## src/rtl/norm_rebuild_5d.sv

```systemverilog
// norm_rebuild_5d
//   Rebuilds a 5-D vector from its magnitude and the four vectoring angle
//   codes produced by the 5-D CORDIC norm block. Four rotations are chained
//   through the rot1 port of the shared SCICA CORDIC wrapper, k = 3,2,1,0:
//   (r,0)->(r3,w4), (r3,0)->(r2,w3), (r2,0)->(r1,w2), (r1,0)->(w0,w1).
// Ports:
//   clk, nreset             clock, asynchronous active-high reset
//   start, r_in, ang_in     request, magnitude, four {quad,microRot} slots
//   W_out, done, err        rebuilt vector (w0 in LSBs), completion pulse,
//                           sticky timeout flag
//   cordic_nrst, ica_*      requester side of the wrapper rot1 port
//   cordic_rot1_*           wrapper results
module norm_rebuild_5d #(
   parameter int DIMENSIONS     = 5,
   parameter int DATA_WIDTH     = 32,
   parameter int CORDIC_WIDTH   = 38,
   parameter int CORDIC_STAGES  = 16,
   parameter int ANGLE_WIDTH    = 16,
   parameter int TIMEOUT_CYCLES = 64
) (
   input  logic                                clk,
   input  logic                                nreset,
   input  logic                                start,
   input  logic [DATA_WIDTH-1:0]               r_in,
   input  logic [4*(CORDIC_STAGES+2)-1:0]      ang_in,
   output logic [DIMENSIONS*DATA_WIDTH-1:0]    W_out,
   output logic                                done,
   output logic                                err,
   output logic                                cordic_nrst,
   output logic                                ica_cordic_rot1_en,
   output logic [DATA_WIDTH-1:0]               ica_cordic_rot1_xin,
   output logic [DATA_WIDTH-1:0]               ica_cordic_rot1_yin,
   output logic [CORDIC_STAGES-1:0]            ica_cordic_rot1_microRot_in,
   output logic [1:0]                          ica_cordic_rot1_quad_in,
   output logic                                ica_cordic_rot1_angle_microRot_n,
   output logic                                ica_cordic_rot1_microRot_ext_vld,
   input  logic                                cordic_rot1_opvld,
   input  logic [DATA_WIDTH-1:0]               cordic_rot1_xout,
   input  logic [DATA_WIDTH-1:0]               cordic_rot1_yout
);

   localparam int SLOT_W = CORDIC_STAGES + 2;
   localparam int ANG_W  = 4 * SLOT_W;
   localparam int CNT_W  = $clog2(TIMEOUT_CYCLES + 1);
   localparam int VEC_W  = DIMENSIONS * DATA_WIDTH;

   // The wrapper width and angle port are only carried for interface parity.
   if (DIMENSIONS != 5 || CORDIC_WIDTH < DATA_WIDTH || ANGLE_WIDTH < 1) begin : g_param_check
      $error("norm_rebuild_5d: unsupported parameter set");
   end

   typedef enum logic [2:0] {
      S_IDLE  = 3'd0,
      S_CRST  = 3'd1,
      S_ISSUE = 3'd2,
      S_WAIT  = 3'd3,
      S_STORE = 3'd4,
      S_FIN   = 3'd5
   } state_t;

   state_t                    state_r, state_s;
   logic [1:0]                k_r, k_s;
   logic [CNT_W-1:0]          cnt_r, cnt_s;
   logic [DATA_WIDTH-1:0]     acc_r, acc_s;
   logic [ANG_W-1:0]          ang_r, ang_s;
   logic [DATA_WIDTH-1:0]     xcap_r, xcap_s, ycap_r, ycap_s;
   logic [DATA_WIDTH-1:0]     w_r [DIMENSIONS];
   logic [DATA_WIDTH-1:0]     w_s [DIMENSIONS];
   logic                      err_r, err_s;
   logic                      done_r, done_s;
   logic                      nrst_r, nrst_s;
   logic [VEC_W-1:0]          w_out_r, w_out_s, w_pack_s;
   logic                      en_r, en_s;
   logic [DATA_WIDTH-1:0]     xin_r, xin_s, yin_r, yin_s;
   logic [CORDIC_STAGES-1:0]  mr_r, mr_s;
   logic [1:0]                quad_r, quad_s;
   logic [SLOT_W-1:0]         slot_s;
   logic                      timeout_s;
   logic                      accept_s;

   assign timeout_s = (cnt_r == CNT_W'(TIMEOUT_CYCLES - 1));
   assign accept_s  = (state_r == S_IDLE) && start;

   // State register.
   always_ff @(posedge clk or posedge nreset) begin
      if (nreset) begin
         state_r <= S_IDLE;
      end else begin
         state_r <= state_s;
      end
   end

   // Next-state decode.
   always_comb begin
      state_s = state_r;
      case (state_r)
         S_IDLE:  if (start) state_s = S_CRST; else state_s = S_IDLE;
         S_CRST:  state_s = S_ISSUE;
         S_ISSUE: state_s = S_WAIT;
         // A result arriving on the timeout cycle still counts.
         S_WAIT:  if (cordic_rot1_opvld) state_s = S_STORE;
                  else if (timeout_s)    state_s = S_FIN;
                  else                   state_s = S_WAIT;
         S_STORE: if (k_r != 2'd0) state_s = S_ISSUE; else state_s = S_FIN;
         S_FIN:   state_s = S_IDLE;
         default: state_s = S_IDLE;
      endcase
   end

   // Datapath and output next values; outputs are computed from the next
   // state so that every port comes straight from a flop.
   always_comb begin
      acc_s  = acc_r;
      k_s    = k_r;
      cnt_s  = cnt_r;
      ang_s  = ang_r;
      xcap_s = xcap_r;
      ycap_s = ycap_r;
      err_s  = err_r;
      for (int i = 0; i < DIMENSIONS; i++) w_s[i] = w_r[i];

      case (state_r)
         S_IDLE: begin
            if (start) begin
               acc_s = r_in;
               ang_s = ang_in;
               k_s   = 2'd3;
               err_s = 1'b0;
               for (int i = 0; i < DIMENSIONS; i++) w_s[i] = {DATA_WIDTH{1'b0}};
            end else begin
               acc_s = acc_r;
            end
         end
         S_ISSUE: cnt_s = {CNT_W{1'b0}};
         S_WAIT: begin
            if (cordic_rot1_opvld) begin
               xcap_s = cordic_rot1_xout;
               ycap_s = cordic_rot1_yout;
            end else if (timeout_s) begin
               err_s = 1'b1;
            end else begin
               cnt_s = cnt_r + CNT_W'(1'b1);
            end
         end
         S_STORE: begin
            if (k_r != 2'd0) begin
               // Rotation k yields w[k+1]; its x result feeds the next one.
               w_s[{1'b0, k_r} + 3'd1] = ycap_r;
               acc_s = xcap_r;
               k_s   = k_r - 2'd1;
            end else begin
               w_s[1] = ycap_r;
               w_s[0] = xcap_r;
            end
         end
         default: cnt_s = cnt_r;
      endcase

      slot_s = ang_s[int'(k_s) * SLOT_W +: SLOT_W];

      if (state_s == S_ISSUE) begin
         en_s   = 1'b1;
         xin_s  = acc_s;
         yin_s  = {DATA_WIDTH{1'b0}};
         mr_s   = slot_s[CORDIC_STAGES-1:0];
         quad_s = slot_s[SLOT_W-1:CORDIC_STAGES];
      end else begin
         en_s   = 1'b0;
         xin_s  = {DATA_WIDTH{1'b0}};
         yin_s  = {DATA_WIDTH{1'b0}};
         mr_s   = {CORDIC_STAGES{1'b0}};
         quad_s = 2'd0;
      end

      done_s = (state_s == S_FIN);
      nrst_s = (state_s != S_CRST);

      for (int i = 0; i < DIMENSIONS; i++) w_pack_s[i*DATA_WIDTH +: DATA_WIDTH] = w_s[i];

      if (state_s == S_FIN) begin
         w_out_s = w_pack_s;
      end else if (accept_s) begin
         w_out_s = {VEC_W{1'b0}};
      end else begin
         w_out_s = w_out_r;
      end
   end

   // Working registers and registered outputs.
   always_ff @(posedge clk or posedge nreset) begin
      if (nreset) begin
         acc_r   <= {DATA_WIDTH{1'b0}};
         k_r     <= 2'd3;
         cnt_r   <= {CNT_W{1'b0}};
         ang_r   <= {ANG_W{1'b0}};
         xcap_r  <= {DATA_WIDTH{1'b0}};
         ycap_r  <= {DATA_WIDTH{1'b0}};
         for (int i = 0; i < DIMENSIONS; i++) w_r[i] <= {DATA_WIDTH{1'b0}};
         err_r   <= 1'b0;
         done_r  <= 1'b0;
         nrst_r  <= 1'b0;
         w_out_r <= {VEC_W{1'b0}};
         en_r    <= 1'b0;
         xin_r   <= {DATA_WIDTH{1'b0}};
         yin_r   <= {DATA_WIDTH{1'b0}};
         mr_r    <= {CORDIC_STAGES{1'b0}};
         quad_r  <= 2'd0;
      end else begin
         acc_r   <= acc_s;
         k_r     <= k_s;
         cnt_r   <= cnt_s;
         ang_r   <= ang_s;
         xcap_r  <= xcap_s;
         ycap_r  <= ycap_s;
         for (int i = 0; i < DIMENSIONS; i++) w_r[i] <= w_s[i];
         err_r   <= err_s;
         done_r  <= done_s;
         nrst_r  <= nrst_s;
         w_out_r <= w_out_s;
         en_r    <= en_s;
         xin_r   <= xin_s;
         yin_r   <= yin_s;
         mr_r    <= mr_s;
         quad_r  <= quad_s;
      end
   end

   assign W_out                            = w_out_r;
   assign done                             = done_r;
   assign err                              = err_r;
   assign cordic_nrst                      = nrst_r;
   assign ica_cordic_rot1_en               = en_r;
   assign ica_cordic_rot1_microRot_ext_vld = en_r;
   assign ica_cordic_rot1_xin              = xin_r;
   assign ica_cordic_rot1_yin              = yin_r;
   assign ica_cordic_rot1_microRot_in      = mr_r;
   assign ica_cordic_rot1_quad_in          = quad_r;
   assign ica_cordic_rot1_angle_microRot_n = 1'b0;

endmodule

```

## config.mk

```make
export PLATFORM = sky130hd
export DESIGN_NAME = norm_rebuild_5d
export DESIGN_NICKNAME = d
export VERILOG_FILES = /design/src/rtl/norm_rebuild_5d.sv
export SDC_FILE = /design/constraint.sdc
export NUM_CORES = 1
export LEC_CHECK = 0
export BUFFER_PORTS_ARGS = -buffer_cell sky130_fd_sc_hd__buf_4
export CORE_MARGIN = 2
export CORE_UTILIZATION = 50
export DETAILED_ROUTE_END_ITERATION = 16
export GPL_TIMING_DRIVEN = 0
export PLACE_DENSITY = 0.84
export SKIP_LAST_GASP = 1
export SLEW_MARGIN = 20
export SYNTH_ARGS = -nofsm -noshare
export SYNTH_HDL_FRONTEND = slang
export SYNTH_SLANG_ARGS = --single-unit
```

## constraint.sdc

```tcl
create_clock -name clk -period 20 [get_ports clk]
set_input_delay 1 -clock clk [delete_from_list [all_inputs] [get_ports clk]]
set_output_delay 1 -clock clk [all_outputs]
set_load 0.03 [all_outputs]
```

==> results of run 1 <==
## cell usage in the layout (no fill, tap or decap), types with 3 or more instances in the layout
| master | instances |
|---|---|
| sky130_fd_sc_hd__buf_2 | 32 |
| sky130_fd_sc_hd__xnor2_1 | 3 |
| sky130_fd_sc_hd__o31ai_1 | 71 |
| sky130_fd_sc_hd__mux2_2 | 100 |
| sky130_fd_sc_hd__clkbuf_16 | 56 |
| sky130_fd_sc_hd__a22oi_1 | 64 |
| sky130_fd_sc_hd__a222oi_1 | 32 |
| sky130_fd_sc_hd__buf_16 | 5 |
| sky130_fd_sc_hd__inv_1 | 200 |
| sky130_fd_sc_hd__a21oi_1 | 38 |
| sky130_fd_sc_hd__nor2_1 | 44 |
| sky130_fd_sc_hd__a21boi_0 | 32 |
| sky130_fd_sc_hd__o21a_1 | 32 |
| sky130_fd_sc_hd__o21ai_0 | 164 |
| sky130_fd_sc_hd__nand2_1 | 178 |
| sky130_fd_sc_hd__buf_4 | 422 |
| sky130_fd_sc_hd__conb_1 | 33 |
| sky130_fd_sc_hd__buf_6 | 11 |
| sky130_fd_sc_hd__o31ai_2 | 89 |
| sky130_fd_sc_hd__nand3_1 | 38 |
| sky130_fd_sc_hd__o22ai_1 | 19 |
| sky130_fd_sc_hd__dfrtp_1 | 552 |
| sky130_fd_sc_hd__nand3b_1 | 3 |
| sky130_fd_sc_hd__mux2i_1 | 36 |
| sky130_fd_sc_hd__nor3_1 | 3 |
| sky130_fd_sc_hd__buf_1 | 15 |
| sky130_fd_sc_hd__clkinv_2 | 12 |
| sky130_fd_sc_hd__bufinv_16 | 4 |
| sky130_fd_sc_hd__and2_1 | 4 |
| sky130_fd_sc_hd__and3_1 | 34 |
| sky130_fd_sc_hd__clkbuf_8 | 10 |
| sky130_fd_sc_hd__clkbuf_1 | 110 |
| sky130_fd_sc_hd__diode_2 | 3 |
## layer usage
metal	GRT usage, %	vias to the layer above	routed length (um)	share of wire (%)
met1	34.5	8590	24900	37
met2	47.3	835	32400	49
met3	7.31	198	6020	9.0
li1	-	7632	-	-
met5	0	-	0	0
met4	13.7	0	3280	4.9
## area by class of cell
| type | count | area [um^2] | area share, % |
|---|---|---|---|
| repair buffers | 393 | 3050 | 10.7 |
| well taps | 592 | 741 | 2.61 |
| flip-flops and latches | 554 | 13900 | 48.8 |
| multi-input cells | 1036 | 7170 | 25.3 |
| clock inverters | 22 | 238 | 0.837 |
| plain buffers | 189 | 961 | 3.38 |
| inverters | 202 | 766 | 2.70 |
| diodes | 3 | 7.51 | 0.0264 |
| clock buffers | 80 | 1590 | 5.61 |
## registers in the layout (all words and copies together), names as in the netlist, 7 cells and up
register                     cells
w_r                            160
cnt_r                            7
W_out                          160
xcap_r                          32
ycap_r                          32
ang_r                           72
ica_cordic_rot1_xin             32
ica_cordic_rot1_microRot_in     16
acc_r                           32
## stage by stage
stage | setup TNS (ns) | instances | util (%)
floorplan | 0 | 1981 | -
global placement | -675.64 | 2959 | 59.4
detailed placement | 0 | 2965 | 59.8
CTS | 0 | 3067 | 63.9
global route | 0 | 3070 | 63.9
finish | 0 | 3071 | 63.9
## power by group through the flow
stage	logic, mW	registers [mW]	clock network, mW
detailed placement	1.28	1.58	0
global route	1.40	1.59	1.10
finish	1.30	1.57	1.04
CTS	1.30	1.57	1.06
floorplan	0.772	1.60	0
global placement	1.24	1.58	0
## worst max path at each step
stage	from	to	slack [ns]	cells after the start
detailed placement	cordic_rot1_opvld	W_out[3]	16.11	9
CTS	k_r[0]	W_out[25]	16.41	7
global route	k_r[0]	W_out[30]	16.36	9
floorplan	nreset	W_out[0]	3.51	1
global placement	nreset	W_out[14]	-1.30	2
finish	k_r[0]	W_out[5]	16.55	9
## kinds of logic after synthesis
logic type | Yosys count | synth area share, %
AO/OA/AOI/OAI | 548 | 18.3
XOR/XNOR | 3 | 0.116
adder cells (fa/ha/maj) | 1 | 0.0553
buffers and inverters | 391 | 7.59
flip-flops | 554 | 61.3
multiplexers | 136 | 6.57
other | 1 | 0.0166
AND/OR/NAND/NOR | 315 | 6.11
==> impl_summary.txt, run 1 <==
----------------------------------------------------
[Power and ir drop]
  Internal Dissipation ... 2.42 mW
  Pwr dens ... 138 nW/um^2
  Leakage power ... 15.1 nW
  Switching Fraction ... 38.3%
  Net Sw Power ... 1.50 mW
  Proportion of power drawn by combinational gates ... 33.3%
  IR Drop Worst-Case VDD ... 0.103 mV
  Total power draw ... 3.92 mW
  Share of total power in the clock network ... 26.6%
  Sequential Power Share ... 40.1%

[Yosys]
  Total number of yosys warnings ... 0
  Top-count cell post-synth ... sky130_fd_sc_hd__dfrtp_1
  Number of enable-type register cells in the synthesized netlist ... 0
  Post-synthesis area per instance ... 11.6 um^2
  Mapped Area ... 22,600 um^2
  Synth Register Bits ... 554
  Proportion of synthesized flip-flops having asynchronous set or reset ... 100%
  Leading register cell type out of synthesis ... sky130_fd_sc_hd__dfrtp_1
  Post-synth cell types ... 44
  Cell types with the highest counts after synthesis ... sky130_fd_sc_hd__dfrtp_1 (552), sky130_fd_sc_hd__inv_1 (201), sky130_fd_sc_hd__nand2_1 (178), sky130_fd_sc_hd__o21ai_0 (164), sky130_fd_sc_hd__mux2_2 (100)
  Sequential share of the synthesized area ... 61.3%
  Largest area contributor in the netlist ... sky130_fd_sc_hd__dfrtp_1
  Cell count after synthesis ... 1,949
  Cells taking the most area after synthesis ... sky130_fd_sc_hd__dfrtp_1 (61%), sky130_fd_sc_hd__mux2_2 (5.0%), sky130_fd_sc_hd__o31ai_2 (4.9%)
  Area share of the largest cell type after synthesis ... 61.0%

[Route]
  Number of antenna-violating nets in the routed design ... 0
  Number of DRC markers after the initial detailed-route iteration ... 1,512
  Total number of vias ... 17.3k
  Residual DRC count ... 0
  Mean number of vias per cell ... 5.62
  DR pass1 iterations ... 6
  Total wire length after detailed routing ... 66,600 um
  Per-cell routed wire length ... 21.7 um

[Global route]
  Number of global-route vias before repair ... 18.0k
  Remaining Overflow, GRT ... 0
  Total GRT Usage ... 28.4%
  Global-route wire length before repair ... 102,000 um
  Antenna violations before repair ... 3
  Largest net degree at the start of global routing ... 114

[Timing]
  Final worst hold slack ... 0.437 ns
  Final-report hold violation count ... 0
  Setup-failing EPs final ... 0
  Max-slew violation count ... 0
  Max_slew headroom ... 27.0%
  Share of the clock period used by the worst path ... 17.3%
  Setup clock skew after layout ... 0.0112 ns
  Unrepaired setup endpoints after global routing ... false
  Highest attainable clock frequency ... 0.290 GHz
  Tmin final ... 3.45 ns
  Transition time of the tightest slew-check pin ... 1.09 ns
  PnR worst setup slack ... 16.55 ns

[Die]
  # rows ... 77
  Initial Utilization ... 50.9%
  Placeable Area ... 44,400 um^2
  Die height ... 217 um
  Die footprint ... 47,000 um^2
  Count of boundary I/O pins ... 420
  Die Span X ... 217 um

[Place]
  Port Buffers ... 386
  Detailed-placement wirelength estimate ... 47,100 um
  Routability congestion estimate ... 0.869
  Pre-CTS setup slack ... 16.11 ns
  Placed cell areas ... 26,500 um^2

[Critical path]
  Most common cell on crit path ... sky130_fd_sc_hd__clkbuf_1
  Critical path's largest stage delay ... 0.86 ns
  Register-to-register setup slack ... 16.55 ns
  Arrival time reported for the critical path endpoint ... 3.95 ns
  Cell with the biggest individual delay on the critical path ... sky130_fd_sc_hd__clkbuf_1
  Reg-to-Reg Start ... k_r[0]
  Peak fanout along the critical path ... 10
  Critical path buffers and inverters ... 4
  Critical Path Start Type ... register
  Ordered list of cells on the worst path ... clkbuf_1, nor2_1, o211ai_1, a21bo_1, buf_2, clkbuf_1, clkbuf_1, o21ai_0, o31ai_2
  Data required time at the worst endpoint ... 20.50 ns
  Worst flop-to-flop path endpoint ... W_out[5]
  Critical path endpoint category ... register
  Worst setup path class ... register to register
  Family of cells with the greatest summed delay on the critical path ... buffers and inverters
  Cell depth of the worst flop-to-flop path ... 9

[Clocking]
  Setup Fix Bufs, Post-CTS ... 0
  CTS Buf Count ... 55
  CTS H-tree lvls ... 2
  Gates resized, CTS repair ... 0
  Hold-fix buffers at CTS ... 0
  CTS Buffer Depth ... 3
  Number of clock sinks seen by CTS ... 554
  Clk_lat worst skew ... 0.60 ns
  TritonCTS clock tree ... done
  CTS Root Buffer Type ... sky130_fd_sc_hd__clkbuf_16
  CTS clk-pin slew, worst paths ... 0.06 ns

[Cells and area]
  Area growth from synthesis to layout ... 25.5%
  Total of fill cells in the finished design ... 3,302
  Final non-filler cell area ... 28,400 um^2
  Layout cells sized above 1 ... 30.7%
  Total Nets Final ... 2,604

[Hold path]
  Worst min-delay path category ... primary input to asynchronous set/reset pin

[Job]
  Max capacitance violation total ... 0

[Run status]
  Run status ... finished, final reports clean

----------------------------------------------------
(Power assumes the default switching activity.)
==> inputs of run 2 (changes only) <==
- ABC_AREA: unset -> 1
- clock period: 20 -> 3.3 ns (I/O delays scaled with it)
==> impl_summary.txt, run 2 <==
----------------------------------------------------
[Run status]
  Run status ... finished, final reports clean

[Route]
  Number of antenna-violating nets in the routed design ... 0 (unchanged)
  Total wire length after detailed routing ... 81,200 um (+22%)
  Per-cell routed wire length ... 20.5 um (-5.2%)
  Mean number of vias per cell ... 5.56 (-1.0%)
  DR pass1 iterations ... 8 (+2)
  Residual DRC count ... 0 (unchanged)
  Number of DRC markers after the initial detailed-route iteration ... 2,300 (+52%)
  Total number of vias ... 22.0k (+27%)

[Yosys]
  Leading register cell type out of synthesis ... sky130_fd_sc_hd__dfrtp_1
  Synth Area in Compound Gates ... 7.70% (-11 points)
  Mapped Area ... 23,300 um^2 (+2.9%)
  Post-synth cell types ... 31 (-30%)
  XOR/XNOR share of the synthesized area ... 0.113% (-0.0032 points)
  Post-synthesis area per instance ... 8.82 um^2 (-24%)
  Sequential share of the synthesized area ... 59.6% (-1.7 points)
  Largest family of logic cells by synthesized area ... simple AND/OR/NAND/NOR gates
  Cell count after synthesis ... 2,640 (+35%)
  Area share of the largest cell type after synthesis ... 59.3% (-1.7 points)
  Top-count cell post-synth ... sky130_fd_sc_hd__nand2_1
  Largest area contributor in the netlist ... sky130_fd_sc_hd__dfrtp_1
  Mux share of post-synthesis cell area ... 0% (-6.6 points)
  Proportion of synthesized flip-flops having asynchronous set or reset ... 100% (unchanged)
  Synthesized-area fraction occupied by adder cells ... 0.0538% (-0.0015 points)
  Cells taking the most area after synthesis ... sky130_fd_sc_hd__dfrtp_1 (59%), sky130_fd_sc_hd__nand2_1 (12%), sky130_fd_sc_hd__inv_1 (5.1%)
  Synth Register Bits ... 554 (unchanged)
  Total number of yosys warnings ... 0 (unchanged)
  Number of enable-type register cells in the synthesized netlist ... 0 (unchanged)
  Cell types with the highest counts after synthesis ... sky130_fd_sc_hd__nand2_1 (743), sky130_fd_sc_hd__dfrtp_1 (552), sky130_fd_sc_hd__inv_1 (314), sky130_fd_sc_hd__nand3_1 (234), sky130_fd_sc_hd__nand4_1 (139)
  Fraction of the mapped netlist area in simple logic gates ... 22.7% (+17 points)

[Clocking]
  CTS clk-pin slew, worst paths ... 0.06 ns (about the same)
  CTS H-tree lvls ... 2 (unchanged)
  CTS Buffer Depth ... 3 (unchanged)
  Number of clock sinks seen by CTS ... 554 (unchanged)
  CTS Root Buffer Type ... sky130_fd_sc_hd__clkbuf_16
  TritonCTS clock tree ... done
  CTS Buf Count ... 55 (unchanged)
  Clk_lat worst skew ... 0.61 ns (about the same)

[Timing]
  Final-report hold violation count ... 0 (unchanged)
  Transition time of the tightest slew-check pin ... 0.979 ns (-0.115 ns)
  Share of the clock period used by the worst path ... 88.0% (+71 points)
  Max_slew headroom ... 34.7% (+7.7 points)
  Setup clock skew after layout ... 0.0220 ns (+0.0107 ns)
  Setup-failing EPs final ... 0 (unchanged)
  Unrepaired setup endpoints after global routing ... false
  Max-slew violation count ... 0 (unchanged)
  Highest attainable clock frequency ... 0.344 GHz (+19%)
  Tmin final ... 2.90 ns (-0.547 ns)
  PnR worst setup slack ... 0.395 ns (-16.15 ns)

[Hold path]
  Worst min-delay path category ... primary input to asynchronous set/reset pin

[Global route]
  Remaining Overflow, GRT ... 0 (unchanged)
  Antenna violations before repair ... 8 (+5)
  Total GRT Usage ... 33.8% (+5.4 points)
  Number of global-route vias before repair ... 22.3k (+24%)
  Largest net degree at the start of global routing ... 35 (-69%)
  Global-route wire length before repair ... 124,000 um (+22%)

[Place]
  Routability congestion estimate ... 0.902 (+3.8%)
  Detailed-placement wirelength estimate ... 53,400 um (+13%)
  Placed cell areas ... 27,500 um^2 (+3.4%)
  Port Buffers ... 386 (unchanged)
  Inst Count DP ... 3,684 (+24%)
  Pre-CTS setup slack ... 0.562 ns (-15.55 ns)

[Critical path]
  Cell depth of the worst flop-to-flop path ... 8 (-1)
  Worst setup path class ... register to register
  Arrival time reported for the critical path endpoint ... 3.44 ns (-0.51 ns)
  Data required time at the worst endpoint ... 3.84 ns (-16.66 ns)
  Register-to-register setup slack ... 0.40 ns (-16.15 ns)
  Reg-to-Reg Start ... cnt_r[0]
  Peak fanout along the critical path ... 10 (unchanged)
  Critical path endpoint category ... register
  Worst flop-to-flop path endpoint ... W_out[43]
  Critical Path Start Type ... register

[Die]
  Die height ... 220 um (+1.4%)
  Placeable Area ... 46,300 um^2 (+4.2%)
  # rows ... 79 (+2.6%)
  Count of boundary I/O pins ... 420 (unchanged)
  Initial Utilization ... 50.3% (-0.63 points)
  Die footprint ... 48,300 um^2 (+2.8%)
  Die Span X ... 220 um (+1.4%)

[Cells and area]
  Area growth from synthesis to layout ... 32.8%
  Layout cells sized above 1 ... 18.1% (-13 points)
  Total Nets Final ... 3,477 (+34%)
  Final non-filler cell area ... 30,900 um^2 (+8.9%)
  Final core utilization ... 66.8% (+2.9 points)
  Most frequent cells in the layout ... sky130_fd_sc_hd__nand2_1 (743), sky130_fd_sc_hd__dfrtp_1 (552), sky130_fd_sc_hd__buf_4 (438), sky130_fd_sc_hd__inv_1 (313), sky130_fd_sc_hd__nand3_1 (234)
  Final cell count without fillers ... 3,955 (+29%)
  Most common cell after layout, fill and taps aside ... sky130_fd_sc_hd__nand2_1
  Total of fill cells in the finished design ... 3,347 (+1.4%)

[Power and ir drop]
  Total power draw ... 26.0 mW (+560%)
  IR Drop Worst-Case VDD ... 0.547 mV (+430%)
  Leakage power ... 16.9 nW (+12%)
  Pwr dens ... 841 nW/um^2 (+510%)

[Job]
  Max capacitance violation total ... 0 (unchanged)

----------------------------------------------------
[run 2: changes by cell type in the layout (fill, tap and decap cells not counted), sizes merged, moves of 36 or more]
| cell | change |
|---|---|
| nand3 | +197 |
| a22oi | -53 |
| o211ai | +64 |
| dlygate4sd3 | +170 |
| o31ai | -161 |
| mux2i | -36 |
| nand2 | +569 |
| mux2 | -100 |
| a21oi | +79 |
| o21ai | -43 |
| nand4 | +139 |
| nor2 | +56 |
| inv | +117 |
[run 2: what timing repair did]
item                                   CTS  global route
resized for setup                        0             0
hold buffers                           170             0
endpoints found under the hold margin  288             0
setup endpoints to repair                0             0
buffers inserted                         0             0
[run 2: worst max-delay path by stage]
| stage | endpoint | startpoint | slack, ns | cells past startpoint |
|---|---|---|---|---|
| after floorplan | W_out[0] | nreset | -4.40 | 1 |
| after global placement | W_out[0] | nreset | -7.36 | 2 |
| after detailed placement | W_out[43] | cnt_r[0] | 0.56 | 8 |
| after CTS | xcap_r[28] | state_r[2] | 0.53 | 5 |
| after global routing | W_out[43] | cnt_r[0] | 0.31 | 8 |
| final | W_out[43] | cnt_r[0] | 0.40 | 8 |
[run 2: power by group]
group	internal, mW	total, mW	switching, mW
registers	8.72	9.64	0.919
clock network	3.53	6.23	2.70
logic	2.86	10.2	7.29
total	15.1	26.0	10.9
[run 2: logic make-up (layout without fill, tap and decap cells)]
kind of cell / after synthesis / count (layout)
AND/OR/NAND/NOR: 1224 / 1224
flip-flops: 554 / 554
buffers and inverters: 541 / 1210
AO/OA/AOI/OAI: 316 / 316
XOR/XNOR: 3 / 3
adder cells (fa/ha/maj): 1 / 1
other: 1 / 40
[run 2: worst max-delay path: stages, from the launching register on]
cell	delay, ns
sky130_fd_sc_hd__dfrtp_1	0.44
sky130_fd_sc_hd__ha_1	0.25
sky130_fd_sc_hd__nand2_1	0.08
sky130_fd_sc_hd__nand3b_1	0.27
sky130_fd_sc_hd__o211ai_4	0.45
sky130_fd_sc_hd__buf_4	0.33
sky130_fd_sc_hd__clkbuf_1	0.52
sky130_fd_sc_hd__nand3_1	0.36
sky130_fd_sc_hd__nand2_1	0.14
[run 2: metal layers]
metal | vias up | global-route usage, % | wire length, um
met4 | 2 | 18.7 | 4740
li1 | 9714 | - | -
met3 | 322 | 9.21 | 8030
met1 | 10600 | 42.7 | 30800
met5 | - | 0 | 11
met2 | 1395 | 52.8 | 37700
[run 2: metrics by stage]
stage	setup TNS [ns]	hold WS, ns
2_1_floorplan	-2435.13	0.308
4_1_cts	0	0.0984
3_5_place_dp	0	0.185
6_report	0	0.147
5_1_grt	0	0.159
3_3_place_gp	-4048.83	0.398
[run 2: final cells by class]
class / count / area [um^2] / area share, %
Timing Repair Buffer: 575 / 4990 / 16.2
Clock inverter: 11 / 126 / 0.409
Clock buffer: 83 / 1620 / 5.25
Multi-Input combinational cell: 1577 / 7240 / 23.4
Tap cell: 607 / 759 / 2.46
Buffer: 220 / 1090 / 3.52
Antenna cell: 7 / 17.5 / 0.0566
Inverter: 321 / 1210 / 3.91
Sequential cell: 554 / 13900 / 44.8
